`config.mk`:
```
export PLATFORM = sky130hd
export DESIGN_NAME = issue_rs
export DESIGN_NICKNAME = d
export VERILOG_FILES = /design/src/rtl/issue_rs.sv
export SDC_FILE = /design/constraint.sdc
export NUM_CORES = 1
export LEC_CHECK = 0
export CORE_AREA = 2 2 168 170
export DETAILED_ROUTE_END_ITERATION = 6
export DIE_AREA = 0 0 170 172
export PLACE_DENSITY = 0.9
export SLEW_MARGIN = 20
export SYNTH_ARGS = -nofsm -noshare
export SYNTH_HDL_FRONTEND = slang
export SYNTH_SLANG_ARGS = --single-unit
```
`constraint.sdc`:
```
create_clock -name clk -period 4.15 [get_ports clk]
set_input_delay 1.0375 -clock clk [delete_from_list [all_inputs] [get_ports clk]]
set_output_delay 1.0375 -clock clk [all_outputs]
set_load 0.005 [all_outputs]
```
`src/rtl/issue_rs.sv`:
```
// Reservation station for one functional unit: captures renamed uops, wakes sources on writeback, issues one ready uop per cycle.
// Optional NCPU_RS_AGE_SELECT_EN: oldest-first select via an age matrix; otherwise the lowest-index ready entry wins.
`ifndef NCPU_PRF_AW
`define NCPU_PRF_AW 6
`endif

module issue_rs #(
    parameter int CONFIG_P_RS_DEPTH = 2,
    parameter int PAYLOAD_W         = 64,
    parameter int WRITEBACK_WIDTH   = 2
) (
    input  logic                                  clk,
    input  logic                                  rst,
    input  logic                                  flush,
    input  logic                                  push,
    output logic                                  push_ready,
    input  logic [PAYLOAD_W-1:0]                  push_payload,
    input  logic [`NCPU_PRF_AW-1:0]               push_prs1,
    input  logic                                  push_prs1_re,
    input  logic [`NCPU_PRF_AW-1:0]               push_prs2,
    input  logic                                  push_prs2_re,
    input  logic [(1<<`NCPU_PRF_AW)-1:0]          busytable,
    input  logic [WRITEBACK_WIDTH*`NCPU_PRF_AW-1:0] wb_prd,
    input  logic [WRITEBACK_WIDTH-1:0]            wb_prd_we,
    output logic                                  iss_valid,
    input  logic                                  iss_ready,
    output logic [PAYLOAD_W-1:0]                  iss_payload,
    output logic [`NCPU_PRF_AW-1:0]               iss_prs1,
    output logic [`NCPU_PRF_AW-1:0]               iss_prs2,
    output logic [CONFIG_P_RS_DEPTH:0]            rs_count
);
    localparam int DEPTH = 1 << CONFIG_P_RS_DEPTH;
    localparam int AW    = `NCPU_PRF_AW;
    localparam int IDX_W = CONFIG_P_RS_DEPTH;
    localparam int CNT_W = CONFIG_P_RS_DEPTH + 1;

    typedef logic [AW-1:0] pr_t;

    logic [DEPTH-1:0]     r_vld, r_rdy1, r_rdy2;
    pr_t                  r_prs1    [DEPTH];
    pr_t                  r_prs2    [DEPTH];
    logic [PAYLOAD_W-1:0] r_payload [DEPTH];
    logic [CNT_W-1:0]     r_count;

    logic [DEPTH-1:0] w_cand;
    logic [IDX_W-1:0] w_free, w_sel;
    logic             w_push_fire, w_iss_fire, w_push_rdy1, w_push_rdy2;

    function automatic logic wb_hit(input pr_t prs);
        logic hit;
        hit = 1'b0;
        for (int k = 0; k < WRITEBACK_WIDTH; k++)
            if (wb_prd_we[k] && wb_prd[k*AW +: AW] == prs) hit = 1'b1;
        return hit;
    endfunction

    assign push_ready  = (r_count != CNT_W'(DEPTH));
    assign rs_count    = r_count;
    assign w_cand      = r_vld & r_rdy1 & r_rdy2;
    assign iss_valid   = |w_cand;
    assign iss_payload = r_payload[w_sel];
    assign iss_prs1    = r_prs1[w_sel];
    assign iss_prs2    = r_prs2[w_sel];
    assign w_push_fire = push & push_ready & ~flush;
    assign w_iss_fire  = iss_valid & iss_ready & ~flush;
    // Writeback in the push cycle must count, since the busytable only reflects it a cycle later.
    assign w_push_rdy1 = ~push_prs1_re | ~busytable[push_prs1] | wb_hit(push_prs1);
    assign w_push_rdy2 = ~push_prs2_re | ~busytable[push_prs2] | wb_hit(push_prs2);

    always_comb begin
        w_free = '0;
        for (int i = DEPTH-1; i >= 0; i--)
            if (!r_vld[i]) w_free = IDX_W'(i);
    end

`ifdef NCPU_RS_AGE_SELECT_EN
    // r_age[r][c] = 1 means entry r is older than entry c.
    logic [DEPTH-1:0] r_age [DEPTH];
    logic [DEPTH-1:0] w_has_older;

    always_comb begin
        w_has_older = '0;
        for (int i = 0; i < DEPTH; i++)
            for (int j = 0; j < DEPTH; j++)
                if (w_cand[j] && r_age[j][i]) w_has_older[i] = 1'b1;
    end

    always_comb begin
        w_sel = '0;
        for (int i = 0; i < DEPTH; i++)
            if (w_cand[i] && !w_has_older[i]) w_sel = IDX_W'(i);
    end

    always_ff @(posedge clk) begin
        if (w_push_fire) begin
            for (int r = 0; r < DEPTH; r++)
                for (int c = 0; c < DEPTH; c++)
                    if (IDX_W'(r) == w_free)      r_age[r][c] <= 1'b0;
                    else if (IDX_W'(c) == w_free) r_age[r][c] <= 1'b1;
        end
    end
`else
    always_comb begin
        w_sel = '0;
        for (int i = DEPTH-1; i >= 0; i--)
            if (w_cand[i]) w_sel = IDX_W'(i);
    end
`endif

    always_ff @(posedge clk or posedge rst) begin
        if (rst) begin
            r_vld   <= '0;
            r_rdy1  <= '0;
            r_rdy2  <= '0;
            r_count <= '0;
        end else if (flush) begin
            r_vld   <= '0;
            r_count <= '0;
        end else begin
            for (int i = 0; i < DEPTH; i++) begin
                if (r_vld[i] && wb_hit(r_prs1[i])) r_rdy1[i] <= 1'b1;
                if (r_vld[i] && wb_hit(r_prs2[i])) r_rdy2[i] <= 1'b1;
                if (w_iss_fire && w_sel == IDX_W'(i)) r_vld[i] <= 1'b0;
                // The free slot is never the issuing one, so a freed entry is not reused this cycle.
                if (w_push_fire && w_free == IDX_W'(i)) begin
                    r_vld[i]  <= 1'b1;
                    r_rdy1[i] <= w_push_rdy1;
                    r_rdy2[i] <= w_push_rdy2;
                end
            end
            if (w_push_fire && !w_iss_fire)      r_count <= r_count + 1'b1;
            else if (!w_push_fire && w_iss_fire) r_count <= r_count - 1'b1;
        end
    end

    always_ff @(posedge clk) begin
        if (w_push_fire) begin
            r_prs1[w_free]    <= push_prs1;
            r_prs2[w_free]    <= push_prs2;
            r_payload[w_free] <= push_payload;
        end
    end
endmodule
```
==> reports/metrics.cfg, run 1 <==
[cts]
cts_tree = yes
clk_pin_slew_ps = 60
cts_hold_buf = 0
cts-root-buf = clkbuf_16
cts_sinks = 319
numCtsBuffers = 31
cts.path.max_buffers = 3
htreeDepth = 1
clock_latency_ps = 570

[detailed_routing]
ant_nets = 0
num_vias = 9668
drtIter0Drc = 847
viasPerCell = 6.050
wire_per_inst_um = 22.58
first_pass_iters = 5
drcViolationCount = 0
routed_wl_mm = 36.08

[place]
numPortBuffers = 241
hpwl_mm = 23.60
gp_congestion = 0.8851
placed_cells = 1535

[floorplan]
design.core.area_mm2 = 0.02748
die_h_um = 172
placementRows = 61
die_w_um = 170
io_pins = 242
start_util_pct = 53.07
dieArea_mm2 = 0.02924

[final_layout]
area_growth_pct = 26.31
fill_cells = 1906
final_cells = 1598
final_util_pct = 67.03
multi_input_area_mm2 = 0.004703
layout_commonest_cell = edfxtp_1
final_cell_mix = edfxtp_1 (304), clkdlybuf4s50_1 (239), mux2i_1 (124)
nNetsFinal = 1386
drive_gt1_share_pct = 8.567
seq_area_mm2 = 0.009504

[synth]
synth_top_cell_area_share_pct = 62.61
ys_ff_latch = 319
yosysTopAreaCell = edfxtp_1
ys_top_cells_by_area = edfxtp_1 (63%), mux2i_1 (8.5%), a22oi_1 (4.4%)
yosysWarnings = 0
synth_cell_types = 49
syn_nets = 1151
synth_area_mm2 = 0.01458
ys_seq_area_share_pct = 65.18
syn-mean-instance-area_um2 = 14.74
synthArstFlopShare_pct = 4.702
synthFlopType = edfxtp_1
synth_edf_count = 304
synthCells = 989

[worst_setup_path]
cp.required_ps = 3110
crit_path_end_kind = output pin
critical_path_class = reg2out
crit_path_start_kind = flop
worstPathArrival_ps = 2960
path_max_fanout = 30

[grt]
grt_pass1_vias = 9884
overflow = 0
grt_pass1_wl_mm = 54.50
antenna_found_initial = 3
grtUsageTotal_pct = 24.17
grt_max_degree = 68

[pwr]
p_total_uw = 7498
leakagePower_uw = 0.006550
p_sw_share_pct = 23.17
power_density_mw_per_mm2 = 407.1
peakVddDrop_mv = 0.3444
p_comb_share_pct = 14.0
power.internal_uw = 5761
p_seq_share_pct = 50.7
p_sw_uw = 1737
clock_power_share_pct = 35.3

[sta]
finalHoldViolations = 0
slew_headroom_pct = 51.00
worst_slew_pin_slew_ps = 732.6
slew_violations = 0
grt_setup_unrepaired = no
clock.fmax_ghz = 0.2501
min_period_over_period_pct = 96.34
period_needed_ps = 3998
fin_skew_ps = 17.30
setup_viol = 0
tns_ps = 0

[job]
maxCapViolations = 0

[worst_hold_path]
hp-class = reg2reg

[run_status]
status = complete, no violations

[kinds of logic after synthesis]
family,count (synthesis),synth area share (%)
buffers and inverters,75,2.849
flip-flops,319,65.18
AO/OA/AOI/OAI,235,10.58
adder cells (fa/ha/maj),1,0.1373
multiplexers,140,9.748
XOR/XNOR,122,7.328
AND/OR/NAND/NOR,97,4.179
[final cells by class]
type	count	share of cell area [%]
Sequential cell	319	51.60
Timing Repair Buffer	268	15.03
Clock buffer	40	4.395
Inverter	9	0.2106
Antenna cell	3	0.04076
Multi-Input combinational cell	595	25.54
Tap cell	346	2.351
Clock inverter	18	0.8356
[timing repair]
action / in CTS / in global routing
endpoints found under the setup margin: 0 / 58
setup buffers: 0 / 2
resized for setup: 0 / 3
[flip-flops by register name, indices dropped and copies added, names as in the netlist]
| signal | cells |
|---|---|
| r_vld | 4 |
| r_rdy2 | 4 |
| rs_count | 3 |
| r_payload | 256 |
| r_prs1 | 24 |
| r_rdy1 | 4 |
| r_prs2 | 24 |
[worst max-delay path, cell delays in order (launching register included)]
cell,delay (ps)
dfrtp_1,420
nand3_2,200
nor2b_2,230
o21ai_4,240
buf_12,280
mux2i_1,130
o21ai_0,290
clkdlybuf4s50_1,580
[final timing paths]
path	startpoint	cells past startpoint	end	slack, ps
worst min register to register	r_rdy1[2]	2	r_rdy1[2]	560
min in group asynchronous	rst	2	rs_count[2]	840
max in group asynchronous	rst	2	r_vld[3]	2920
worst min-delay path	r_rdy1[2]	2	r_rdy1[2]	560
worst max register to register	rs_count[2]	6	r_prs2[3][1]	1620
worst max-delay path	r_vld[2]	7	iss_payload[61]	150
[synth_stat cells (3+ instances only)]
cell	number
buf_12	3
nand3_1	6
mux2i_1	124
a22oi_1	86
nor2_1	11
o21ai_1	6
xnor2_1	62
buf_4	6
dfrtp_1	15
buf_1	4
o31ai_1	10
a22o_1	5
o21ai_0	85
o22ai_1	10
mux2_2	16
or4_1	18
nor2b_1	6
buf_2	24
nand2b_1	8
nand4_1	21
nand2_1	9
clkbuf_1	23
inv_1	9
a221oi_1	6
a21oi_1	14
a221oi_2	4
edfxtp_1	304
xor2_1	60
and3_1	3
buf_6	4
[metrics by stage]
| step | instance area, um^2 | hold slack (ps) | worst slack (ps) |
|---|---|---|---|
| detailed placement | 17410 | 515.7 | 642.9 |
| global placement | 17410 | 505.5 | 686.0 |
| finish | 18420 | 556.4 | 151.9 |
| floorplan | 14580 | 480.4 | 185.2 |
| CTS | 18380 | 534.2 | 25.61 |
| global route | 18410 | 588.7 | 25.02 |
[metal layers]
metal	vias to the layer above	global-route usage (%)	wire length (um)
met3	66	5.035	3035
met4	0	7.321	757
met2	461	41.49	17830
met5	-	0	0
met1	4798	31.19	14460
li1	4343	-	-
[power groups by stage]
stage               combinational (uW)  clock, uW  sequential [uW]
floorplan                          507          0             3850
finish                            1050       2640             3800
detailed placement                1050          0             3860
global placement                  1020          0             3850
global route                      1140       2810             3810
CTS                               1050       2690             3800
Note: power is estimated with default switching activity, not from simulation.
==> inputs of run 2 (changes only) <==
--- a/config.mk
+++ b/config.mk
@@ -6,6 +6,7 @@
 export NUM_CORES = 1
 export LEC_CHECK = 0
 export CORE_AREA = 2 2 168 170
+export CTS_CLUSTER_SIZE = 12
 export DETAILED_ROUTE_END_ITERATION = 6
 export DIE_AREA = 0 0 170 172
 export PLACE_DENSITY = 0.9
==> run 2 against run 1 <==
  * First-iteration DRC count down 4.5%
  * Total power grew 1.4%
  * Maximum frequency increased by 1.2%
  * Clock skew decreased by 1.1 ps
  * Critical path type unchanged
  * Highest routed layer unchanged
==> reports/metrics.cfg, run 2 (same netlist as run 1, synthesis figures left out) <==
[sta]
hold_ws_ps = 549.8
fin_skew_ps = 16.22
slew_violations = 0
setup_viol = 0
period_needed_ps = 3949
tns_ps = 0
finalHoldViolations = 0
slew_headroom_pct = 49.75
grt_setup_unrepaired = no
clock.fmax_ghz = 0.2532
min_period_over_period_pct = 95.16
worst_slew_pin_slew_ps = 751.4

[cts]
cts_sinks = 319
clk_pin_slew_ps = 60
cts-root-buf = clkbuf_16
htreeDepth = 2
numCtsBuffers = 35
clock_latency_ps = 500
cts.path.max_buffers = 3
cts_hold_buf = 0
cts_tree = yes

[final_layout]
drive_gt1_share_pct = 8.521
top_regs = r_payload (256), r_prs1 (24), r_prs2 (24)
max_flop_register = r_payload
layout_commonest_cell = edfxtp_1
final_cell_area_mm2 = 0.01844
largest_reg_flops = 256
area_growth_pct = 26.48
final_cells = 1594
nNetsFinal = 1390
final_cell_mix = edfxtp_1 (304), clkdlybuf4s50_1 (239), mux2i_1 (124)

[worst_setup_path]
slowest_stage = clkdlybuf4s50_1
rr_startpoint = rs_count[2]
critPathBufInv = 2
crit_path_start_kind = flop
worstPathCellList = nand3_2, nor2b_2, o21ai_4, buf_12, mux2i_1, o21ai_0, clkdlybuf4s50_1
path_max_fanout = 30
crit_path_end_kind = output pin
cp.required_ps = 3110
cp_slowest_stage_delay_ps = 580
crit_family = buffers and inverters
reg2reg_slack_ps = 1620
critical_path_class = reg2out
worstPathArrival_ps = 2910
rr_endpoint = r_prs1[3][3]
reg2reg_depth = 6

[place]
placed_cells = 1535
numPortBuffers = 241
hpwl_mm = 23.60
gp_congestion = 0.8851
placed_area_mm2 = 0.01741

[detailed_routing]
routed_wl_mm = 36.24
ant_nets = 0
num_vias = 9611
first_pass_iters = 5
drtIter0Drc = 809
wire_per_inst_um = 22.73
viasPerCell = 6.029
drcViolationCount = 0

[floorplan]
die_w_um = 170
placementRows = 61
io_pins = 242
start_util_pct = 53.07
dieArea_mm2 = 0.02924
design.core.area_mm2 = 0.02748
die_h_um = 172

[grt]
grtUsageTotal_pct = 24.46
antenna_found_initial = 5
grt_pass1_wl_mm = 54.86
overflow = 0
grt_max_degree = 68
grt_pass1_vias = 9847

[run_status]
status = complete, no violations

[worst_hold_path]
hp-class = reg2reg
min_to = r_rdy1[3]
hold_path.startpoint = r_rdy1[3]
hold_depth = 2

[pwr]
power_density_mw_per_mm2 = 412.0
leakagePower_uw = 0.006568
peakVddDrop_mv = 0.3782

[job]
maxCapViolations = 0

==> run 2: cell count changes in the layout (fill, tap and decap cells not counted), moves of 2 or more <==
| cell | previous run | this run |
|---|---|---|
| clkbuf_16 | 31 | 35 |
| clkinv_2 | 12 | 9 |
| inv_6 | 0 | 2 |
| clkbuf_1 | 9 | 5 |
| clkinvlp_4 | 2 | 0 |
==> run 2: worst max path at each step <==
stage          startpoint              end  cells after the start
6_report         r_vld[2]  iss_payload[61]                      7
5_1_grt          r_vld[0]      iss_prs2[0]                      7
4_1_cts          r_vld[0]  iss_payload[21]                      7
3_5_place_dp     r_vld[0]  iss_payload[61]                      7
3_3_place_gp     r_vld[0]  iss_payload[29]                      7
2_1_floorplan       flush  r_payload[2][0]                      5
==> run 2: timing repair <==
item                       4_1_cts  5_1_grt
setup buffers                    0        2
setup endpoints to repair        0       11
gates resized for setup          0        2
==> run 2: metrics by stage <==
step / setup slack [ps] / util, % / power [uW]
final: 200.8 / 67.12 / 7599
after global routing: 89.52 / 67.09 / 7859
after floorplan: 185.2 / - / 4355
after global placement: 686.0 / 63.37 / 4868
after CTS: 86.91 / 66.96 / 7633
after detailed placement: 642.9 / 63.37 / 4911
==> run 2: area by class of cell <==
cell class,count,area [um^2]
Tap cell,346,432.9
Timing Repair Buffer,268,2768
Multi-Input combinational cell,595,4703
Clock inverter,13,91.34
Sequential cell,319,9504
Antenna cell,4,10.01
Clock buffer,40,894.6
Inverter,9,38.79
Fill cell,1911,9034
==> run 2: power by group <==
group / internal [uW] / switching [uW] / leakage (uW)
registers: 3720 / 87.6 / 0.00296
clock network: 1590 / 1150 / 0.000488
logic: 542 / 514 / 0.00312
==> run 2: tightest hold or removal path: stages, from the launching register on <==
cell and delay [ps]:
dfrtp_1 350, o21ai_0 90, o31ai_1 70
==> run 2: per-layer routing <==
| metal | global-route usage [%] | wire (um) |
|---|---|---|
| met2 | 41.46 | 17840 |
| met4 | 7.655 | 866 |
| met1 | 31.44 | 14600 |
| met5 | 0 | 0 |
| met3 | 5.791 | 2930 |
==> inputs of run 3 (changes only) <==
--- a/config.mk
+++ b/config.mk
@@ -10,6 +10,7 @@
 export DETAILED_ROUTE_END_ITERATION = 6
 export DIE_AREA = 0 0 170 172
 export PLACE_DENSITY = 0.9
+export RECOVER_POWER = 50
 export SLEW_MARGIN = 20
 export SYNTH_ARGS = -nofsm -noshare
 export SYNTH_HDL_FRONTEND = slang
==> constraint.sdc (replaced) <==
create_clock -name clk -period 4.4 [get_ports clk]
set_input_delay 1.1 -clock clk [delete_from_list [all_inputs] [get_ports clk]]
set_output_delay 1.1 -clock clk [all_outputs]
set_load 0.005 [all_outputs]
==> run 3 against run 2 <==
  * Largest power group unchanged
  * Cell area fell by 0.61%
  * Sequential power shrank 5.5%
  * Register-to-register slack worse by 70 ps
  * Clock skew grew 2.0 ps
  * Clock-buffer cell count grew 3
  * Sequential cell count did not move
  * Sequential share of layout area grew 0.32 points
  * Via count is 0.22% higher
  * Global-route usage grew 0.18 points
  * The run now ends with capacitance limit, slew limit left
  * Critical endpoint is now iss_prs2[0]
  * Worst setup slack worse by 120 ps
  * Non-clock buffer count shrank 6
==> reports/metrics.cfg, run 3 (same netlist as run 1, synthesis figures left out) <==
[grt]
overflow = 0
antenna_found_initial = 12
grt_pass1_wl_mm = 54.88
grtUsageTotal_pct = 24.64
grt_pass1_vias = 9936
grt_max_degree = 77

[final_layout]
drive_gt1_share_pct = 7.270
seq_area_mm2 = 0.009504
layout_commonest_cell = edfxtp_1
fill_cells = 1891
final_cells = 1592
top_regs = r_payload (256), r_prs1 (24), r_prs2 (24)
nNetsFinal = 1383
final_cell_area_mm2 = 0.01833
final_cell_mix = edfxtp_1 (304), clkdlybuf4s50_1 (161), mux2i_1 (124)
multi_input_area_mm2 = 0.004696
area_growth_pct = 25.71
max_flop_register = r_payload
largest_reg_flops = 256

[worst_setup_path]
reg2reg_depth = 5
reg2reg_slack_ps = 1550
cp.required_ps = 3300
rr_startpoint = rs_count[1]
path_max_fanout = 38
worstPathArrival_ps = 3220
critical_path_class = reg2out
crit_path_end_kind = output pin
crit_path_start_kind = flop
rr_endpoint = r_payload[0][53]

[worst_hold_path]
hp-class = reg2reg
min_to = r_rdy1[3]
hold_path.startpoint = r_rdy1[3]
hold_depth = 2

[cts]
clk_pin_slew_ps = 60
cts_sinks = 319
numCtsBuffers = 34
htreeDepth = 2
cts-root-buf = clkbuf_16
cts_tree = yes
cts_hold_buf = 0
clock_latency_ps = 510
cts.path.max_buffers = 3

[sta]
min_period_over_period_pct = 98.18
grt_setup_unrepaired = yes
worst_slew_pin_slew_ps = 2120
setup_slack_ps = 80.18
fin_skew_ps = 18.23
period_needed_ps = 4320
clock.fmax_ghz = 0.2315
slew_violations = 60
setup_viol = 0
slew_headroom_pct = -41.34
finalHoldViolations = 0
hold_ws_ps = 535.1

[detailed_routing]
drtIter0Drc = 752
ant_nets = 0
num_vias = 9632
drcViolationCount = 0
wire_per_inst_um = 22.83
first_pass_iters = 5
routed_wl_mm = 36.35
viasPerCell = 6.050

[place]
gp_congestion = 0.8899
preCtsSetupSlack_ps = 482.3
placed_cells = 1528
placed_area_mm2 = 0.01731
hpwl_mm = 23.12
numPortBuffers = 241

[run_status]
status = finished, violations left
violations = capacitance limit, slew limit

[floorplan]
dieArea_mm2 = 0.02924
io_pins = 242
die_h_um = 172
design.core.area_mm2 = 0.02748
die_w_um = 170
placementRows = 61
start_util_pct = 53.07

[pwr]
power_density_mw_per_mm2 = 388.1
leakagePower_uw = 0.006524
peakVddDrop_mv = 0.3559

[job]
maxCapViolations = 2

run 3: metrics by stage:
| step | setup TNS [ps] | power (uW) | utilization [%] |
|---|---|---|---|
| floorplan | 0 | 4108 | - |
| global placement | 0 | 4591 | 63.00 |
| detailed placement | 0 | 4629 | 63.00 |
| CTS | 0 | 7173 | 66.73 |
| global route | -22.11 | 7356 | 66.67 |
| finish | 0 | 7113 | 66.71 |
run 3: power by group:
group          total (uW)  internal [uW]  leakage [uW]  switching (uW)
Combinational         976            494       0.00310             482
Sequential           3590           3510       0.00296            84.7
Clock                2550           1450      0.000473            1090
Total                7110           5450       0.00652            1660
run 3: what timing repair did:
item,4_1_cts,5_1_grt
setup buffers,2,0
endpoints found under the setup margin,2,2
gates cloned,1,0
resized for setup,1,1
run 3: area by class of cell:
class | count | area share (%)
clock inverters | 10 | 0.3549
diodes | 8 | 0.1092
clock buffers | 43 | 4.942
flip-flops and latches | 319 | 51.85
multi-input cells | 595 | 25.62
well taps | 346 | 2.362
inverters | 9 | 0.2116
repair buffers | 262 | 14.55
run 3: how the worst max path moves through the flow:
stage          slack (ps)  cells after the start         endpoint     start
2_1_floorplan         370                      5  r_payload[2][0]     flush
3_3_place_gp          580                      7      iss_prs2[3]  r_vld[2]
3_5_place_dp          480                      7      iss_prs2[3]  r_vld[2]
4_1_cts                80                      7      iss_prs2[3]  r_vld[2]
5_1_grt               -20                      7  iss_payload[33]  r_vld[2]
6_report               80                      7      iss_prs2[0]  r_vld[2]
run 3: worst max-delay path: stages (launching register included):
cell             delay, ps
dfrtp_1                410
nand3_1                280
nor2b_1                270
o21ai_4                240
buf_16                 290
mux2i_1                150
o21ai_0                390
clkdlybuf4s50_1        590
run 3: metal layers:
layer	wire length, um	track usage (%)	share of wire (%)	vias to the layer above
li1	-	-	-	4340
met1	14470	31.17	40	4736
met2	17730	41.38	49	452
met3	2918	6.065	8.0	96
met4	1173	9.402	3.2	8
met5	50	0	0.14	-
